### src/rtl/xnor_bist_pkg.sv
// xnor_bist_pkg: FSM encoding and expected-output table for the XNOR cell self-test.
package xnor_bist_pkg;
    typedef enum logic [2:0] {IDLE, APPLY, SETTLE, SAMPLE, DONE} state_t;
    localparam int NUM_VECTORS = 4;
    localparam logic [NUM_VECTORS-1:0] XNOR_EXP = 4'b1001;
endpackage

### src/rtl/xnor_bist_timer.sv
// xnor_bist_timer: loadable settle down-counter with a zero flag.
module xnor_bist_timer #(
    parameter int W = 1
) (
    input  logic         clk,
    input  logic         rst_n,
    input  logic         load,
    input  logic         en,
    input  logic [W-1:0] load_val,
    output logic         zero
);
    logic [W-1:0] cnt;
    always_ff @(posedge clk) begin
        if (!rst_n) cnt <= '0;
        else if (load) cnt <= load_val;
        else if (en && cnt != '0) cnt <= cnt - W'(1);
    end
    assign zero = cnt == '0;
endmodule

### src/rtl/xnor_bist_ctrl.sv
// xnor_bist_ctrl: sequences all four vectors through the XNOR cell and scores its output.
// Defining XNOR_BIST_LOOP_EN lets a held start wrap the run for repeated passes.
module xnor_bist_ctrl
    import xnor_bist_pkg::*;
#(
    parameter int SETTLE_CYCLES = 2,
    parameter int ERR_W         = 4
) (
    input  logic             clk,
    input  logic             rst_n,
    input  logic             start,
    output logic             gate_a,
    output logic             gate_b,
    input  logic             gate_y,
    output logic             busy,
    output logic             done,
    output logic             pass,
    output logic [ERR_W-1:0] err_count,
    output logic [3:0]       fail_vec
);
`ifdef XNOR_BIST_LOOP_EN
    localparam bit LOOP_EN = 1'b1;
`else
    localparam bit LOOP_EN = 1'b0;
`endif
    localparam int CW = SETTLE_CYCLES > 1 ? $clog2(SETTLE_CYCLES) : 1;
    localparam logic [CW-1:0] SETTLE_LOAD = CW'(SETTLE_CYCLES > 0 ? SETTLE_CYCLES - 1 : 0);

    state_t     state, state_n;
    logic [1:0] idx;
    logic       zero, launch, last, miss;

    assign launch = (state == IDLE || state == DONE) && start;
    assign last   = idx == 2'(NUM_VECTORS - 1);
    assign miss   = gate_y != XNOR_EXP[idx];

    xnor_bist_timer #(.W(CW)) u_timer (
        .clk     (clk),
        .rst_n   (rst_n),
        .load    (state == APPLY),
        .en      (state == SETTLE),
        .load_val(SETTLE_LOAD),
        .zero    (zero)
    );

    always_comb begin
        state_n = state;
        case (state)
            IDLE, DONE: state_n = start ? APPLY : state;
            APPLY:      state_n = SETTLE_CYCLES > 0 ? SETTLE : SAMPLE;
            SETTLE:     state_n = zero ? SAMPLE : SETTLE;
            SAMPLE:     state_n = !last ? APPLY : (LOOP_EN && start) ? APPLY : DONE;
            default:    state_n = IDLE;
        endcase
    end

    // idx wraps 3 -> 0 on its own, which is exactly the looped restart
    always_ff @(posedge clk) begin
        if (!rst_n) begin
            state     <= IDLE;
            idx       <= '0;
            err_count <= '0;
            fail_vec  <= '0;
        end else begin
            state <= state_n;
            if (launch) begin
                idx       <= '0;
                err_count <= '0;
                fail_vec  <= '0;
            end else if (state == SAMPLE) begin
                idx <= idx + 2'd1;
                if (miss) begin
                    err_count     <= &err_count ? err_count : err_count + ERR_W'(1);
                    fail_vec[idx] <= 1'b1;
                end
            end
        end
    end

    assign busy   = state == APPLY || state == SETTLE || state == SAMPLE;
    assign done   = state == DONE;
    assign pass   = done && err_count == '0;
    assign gate_a = busy & idx[1];
    assign gate_b = busy & idx[0];
endmodule

### config.mk
export PLATFORM = sky130hd
export DESIGN_NAME = xnor_bist_ctrl
export DESIGN_NICKNAME = d
export VERILOG_FILES = /design/src/rtl/xnor_bist_pkg.sv /design/src/rtl/xnor_bist_timer.sv /design/src/rtl/xnor_bist_ctrl.sv
export SDC_FILE = /design/constraint.sdc
export NUM_CORES = 1
export LEC_CHECK = 0
export CORE_ASPECT_RATIO = 0.6
export CORE_MARGIN = 5
export CORE_UTILIZATION = 29
export DETAILED_ROUTE_END_ITERATION = 6
export GPL_ROUTABILITY_DRIVEN = 0
export PLACE_DENSITY_LB_ADDON = 0.05
export RECOVER_POWER = 25
export SYNTH_ARGS = -nofsm -noshare
export SYNTH_HDL_FRONTEND = slang
export SYNTH_HIERARCHICAL = 1
export SYNTH_SLANG_ARGS = --single-unit
export TNS_END_PERCENT = 1
### constraint.sdc
create_clock -name clk -period 1.8 [get_ports clk]
set_input_delay 0.27 -clock clk [delete_from_list [all_inputs] [get_ports clk]]
set_output_delay 0.27 -clock clk [all_outputs]
set_load 0.05 [all_outputs]
# Yosys cells after proc, flatten, opt, wreduce, memory -nomap -nowiden
# Cells that the tools add are included.
# word_totals
elab_cells	47
ff_bits	14
# classes
magnitude_cmp	2
n_eq_ne	7
add_sub_neg	3
n_reduce_logical	15
bitwise	5
n_mux	10
# ops
operator	n
$pmux 3 s4	1
$eq 3x2->1 const B	2
$mux 3	2
$mux 1	5
$add 4x1->4 const B	1
$logic_and 1x1->1	4
$logic_not 4->1	1
$or 4x4->4	1
$reduce_and 4->1	1
$reduce_or 2->1	2
$eq 3x1->1 const B	1
$eq 3x3->1 const B	1
$logic_not 3->1	1
$logic_or 1x1->1	3
$lt 2x3->1 const B	1
$reduce_and 3->1	1
$add 2x1->2 const B	1
$and 1x1->1	2
$bmux 1 s2	1
$demux 1 s2	1
$eq 2x2->1 const B	1
$ge 2x1->1 const B	1
$ne 2x2->1 const B	1
$not 1->1	2
other kinds (4)	4

# Depth between registers and ports, before layout
# logic_depth
ltp_word	5
depth_mapped	5

# Hierarchy
# Netlist, hierarchy kept.
# by_module_without_submodules
module	seq_area_each_um2	instances	cells_each	area_per_inst_um2
xnor_bist_ctrl	260.2	1	78	735.7
xnor_bist_timer	20.0	1	5	48.8

# Least setup slack after synthesis
# OpenSTA, ideal clock, no wires.
# synth_timing
path_type	register -> output
from	register state[0]
to	output port pass
t_required_ps	1530
slack_ps	-265
n_path_buf	1
arrival_ps	1795
stages_incl_launch_ff	4
path_cell_list	dfxtp_1 clkbuf_2 or3b_4 nor4b_2
# synth_via
elab_chain_len	2
# synth_rtl
element	line_no	rtl
start, declared	xnor_bist_ctrl.sv:29	state_t state, state_n;
start signal, assigned	xnor_bist_ctrl.sv:65	state <= state_n;
$eq 3x3->1	xnor_bist_ctrl.sv:81	assign done = state == DONE;
$logic_and 1x1->1	xnor_bist_ctrl.sv:82	assign pass = done && err_count == '0;
end, declared	xnor_bist_ctrl.sv:17	output logic pass,
# No other way between the ends.

# Worst setup path in the final report
# layout_timing
from	register state[2]
to	output port pass
# The elaborated chain is that of the path after synthesis.

==> flow_summary.json <==
{
  "grt_usage": 0.09792,
  "worstPathCellList": "or3b_4 -> nor4b_4 -> buf_12",
  "path_max_fanout": 8,
  "setup_viol_count_final": 0,
  "antenna_found_initial": 0,
  "maxSlewHeadroom": 0.5973,
  "synth_top_area_cell": "dfxtp_1",
  "hold_viol": 0,
  "rows": 14,
  "synth_seq_cells": 14,
  "routed-via-count": 649,
  "hp-class": "register to register",
  "status": "finished, final reports clean",
  "syn_area_sq_um": 784.5,
  "crit_path_start": "state[2]",
  "crit_family": "simple AND/OR/NAND/NOR gates",
  "drtIter0Drc": 49,
  "syn_area_per_cell_sq_um": 9.452,
  "path_buf_inv": 1,
  "cts_buffer_depth": 2,
  "register_area_sq_um": 284.0,
  "place_area_sq_um": 1042,
  "r2r_start": "idx[0]",
  "rsz0062_at_grt": "yes",
  "seq_area_frac_synth": 0.3573,
  "netlist-cell-type-count": 32,
  "die_area_sq_um": 3880,
  "p_leak_nw": 0.4311,
  "syn-num-nets": 93,
  "start_util": 0.3089,
  "path_depth": 3,
  "crit_arrival_ns": 1.49,
  "grt_max_degree": 11,
  "drc": 0,
  "fp.dieH_um": 50.29,
  "viasPerCell": 4.807,
  "fin_worst_skew_ns": 0.003855,
  "crit_path_end": "pass",
  "r2r-end": "err_count[0]",
  "crit_required_ns": 1.53,
  "core_area_sq_um": 2540,
  "cts_tree": "done",
  "setup_ws_ns": 0.04325,
  "yosysTopAreaCellShare": 0.3573,
  "multi_input_area_sq_um": 457.9,
  "power.total_w": 0.0007748,
  "slowest_stage": "or3b_4",
  "max_freq_ghz": 0.5692,
  "setup.worst_path.class": "register to output port",
  "antennaDiodeCount": 0,
  "vdd_drop_max_mv": 0.2869,
  "wl_per_cell_um": 13.70,
  "fin_crit_sh": 0.9760,
  "nets": 115,
  "grt_overflow": 0,
  "p_per_area_nw_per_um2": 725.1,
  "end_kind": "output port",
  "cts_max_level": 1,
  "synthTopCellsByArea": "dfxtp_1, ha_1, a31oi_1",
  "cts_buffers": 3,
  "reg2reg_slack_ns": 0.13,
  "die_w_um": 77.15,
  "layout-drive-gt1-share": 0.2136,
  "insertion_delay_ns": 0.24,
  "clk_pin_slew_ns": 0.06,
  "ioPinCount": 17,
  "rr_worst_depth": 5,
  "cts.sink_count": 14,
  "design_area_sq_um": 1069,
  "nFillCells": 251,
  "slowest_delay_ns": 0.42,
  "yosysWarnings": 6,
  "whs_ns": 0.4639,
  "grt_pass1_wl_um": 2973,
  "pre_cts_ws_ns": 0.1309,
  "min_period_ns": 1.757,
  "drt-pass1-iter-count": 4,
  "startpoint_type": "register",
  "cts-root-buf": "clkbuf_8",
  "slew_viol_final": 0,
  "final_core_util": 0.4207,
  "tightest_slew_ns": 0.6066,
  "grt_pass1_vias": 618,
  "ant_nets": 0,
  "routed_wl_um": 1849,
  "cap_violations": 0,
  "synth_cells": 83,
  "syn_to_final_growth_pct": 36.20,
  "buffer_ports.inserted": 16,
  "dp_hpwl_um": 1381
}
## cells by family after synthesis
| logic type | synth area share |
|---|---|
| buf+inv | 0.06060 |
| xor+xnor | 0.04307 |
| flops | 0.3573 |
| simple gates | 0.2727 |
| mux | 0.03828 |
| compound gates | 0.1276 |
| other cells | 0.004780 |
| fa+ha+maj | 0.09569 |
## final cells by class
cell class | instances | share of cell area
tap | 32 | 0.03747
sequential | 14 | 0.2658
clock buffer | 3 | 0.03864
multi-input combinational | 59 | 0.4286
timing repair buffer | 20 | 0.2049
inverter | 7 | 0.02459
## power by group
part | switching [W] | leakage (nW) | total (W) | internal (W)
sequential | 0.00000958 | 0.114 | 0.000330 | 0.000320
combinational | 0.000103 | 0.295 | 0.000185 | 0.0000827
clock | 0.000111 | 0.0216 | 0.000259 | 0.000148
## synth_stat cells
master,count
buf_2,1
dfxtp_1,14
and2b_2,1
inv_1,7
nor4b_2,1
nor2b_1,1
nor2_1,9
a31oi_1,6
nor3b_1,2
nor3_1,2
o41ai_2,1
and2b_1,2
o21ai_0,1
or3b_4,1
and3b_1,2
xnor2_2,1
nand2_1,1
mux2i_1,3
and2_1,1
or3b_1,1
clkbuf_2,1
and2_4,1
nand2_4,1
and3_1,2
a21boi_1,1
nand3_1,6
a211oi_2,2
ha_1,6
xnor2_1,2
buf_6,1
conb_1,1
o2bb2ai_1,1
## cells in the final DEF, fill, tap and decap left out, drive strengths merged
| master | instances |
|---|---|
| dfxtp | 14 |
| buf | 10 |
| nor2 | 9 |
| inv | 7 |
| a31oi | 6 |
| nand3 | 6 |
| ha | 6 |
| clkdlybuf4s50 | 6 |
| clkbuf | 6 |
| mux2i | 3 |
| and2b | 3 |
| xnor2 | 3 |
| nor3b | 2 |
| nor3 | 2 |
| and3b | 2 |
| and3 | 2 |
| a211oi | 2 |
| or3b | 2 |
| nand2 | 2 |
| and2 | 2 |
| nor4b | 1 |
| nor2b | 1 |
| o21ai | 1 |
| a21boi | 1 |
| o2bb2ai | 1 |
| dlygate4sd3 | 1 |
| conb | 1 |
| o41ai | 1 |
## registers in the layout, summed over array words and instances (netlist names)
signal       count
fail_vec         4
idx              2
err_count        4
state            3
u_timer/cnt      1
## worst min path at each step
stage	startpoint	to	slack, ns	cells past startpoint
detailed placement	fail_vec[3]	fail_vec[3]	0.46	2
floorplan	rst_n	state[2]	0.39	1
CTS	fail_vec[3]	fail_vec[3]	0.47	2
finish	fail_vec[3]	fail_vec[3]	0.46	2
global placement	fail_vec[3]	fail_vec[3]	0.46	2
global route	fail_vec[2]	fail_vec[2]	0.50	2
## per-stage QoR
step,cells,TNS [ns]
after floorplan,83,-0.08002
after global placement,132,0
after detailed placement,132,0
after CTS,135,0
after global routing,135,-0.03225
final,135,0
## metal layers
metal / GRT usage / vias up / share of wire
met5: 0 / - / 0
met3: 0.04464 / 0 / 0.052
met2: 0.1341 / 19 / 0.40
met4: 0.03429 / 0 / 0
met1: 0.1342 / 305 / 0.54
li1: - / 325 / -
## tightest hold or removal path, delay by kind of cell (launching register included)
family / cells / cell delay, ns
flops: 1 / 0.32
simple gates: 1 / 0.06
compound gates: 1 / 0.04
## what timing repair did
action / in CTS / in global routing
setup buffers: 0 / 0
cloned: 0 / 0
setup endpoints to repair: 1 / 1
resized for setup: 2 / 0
pin swaps: 1 / 0
hold buffers: 0 / 0
(Power assumes the default switching activity.)
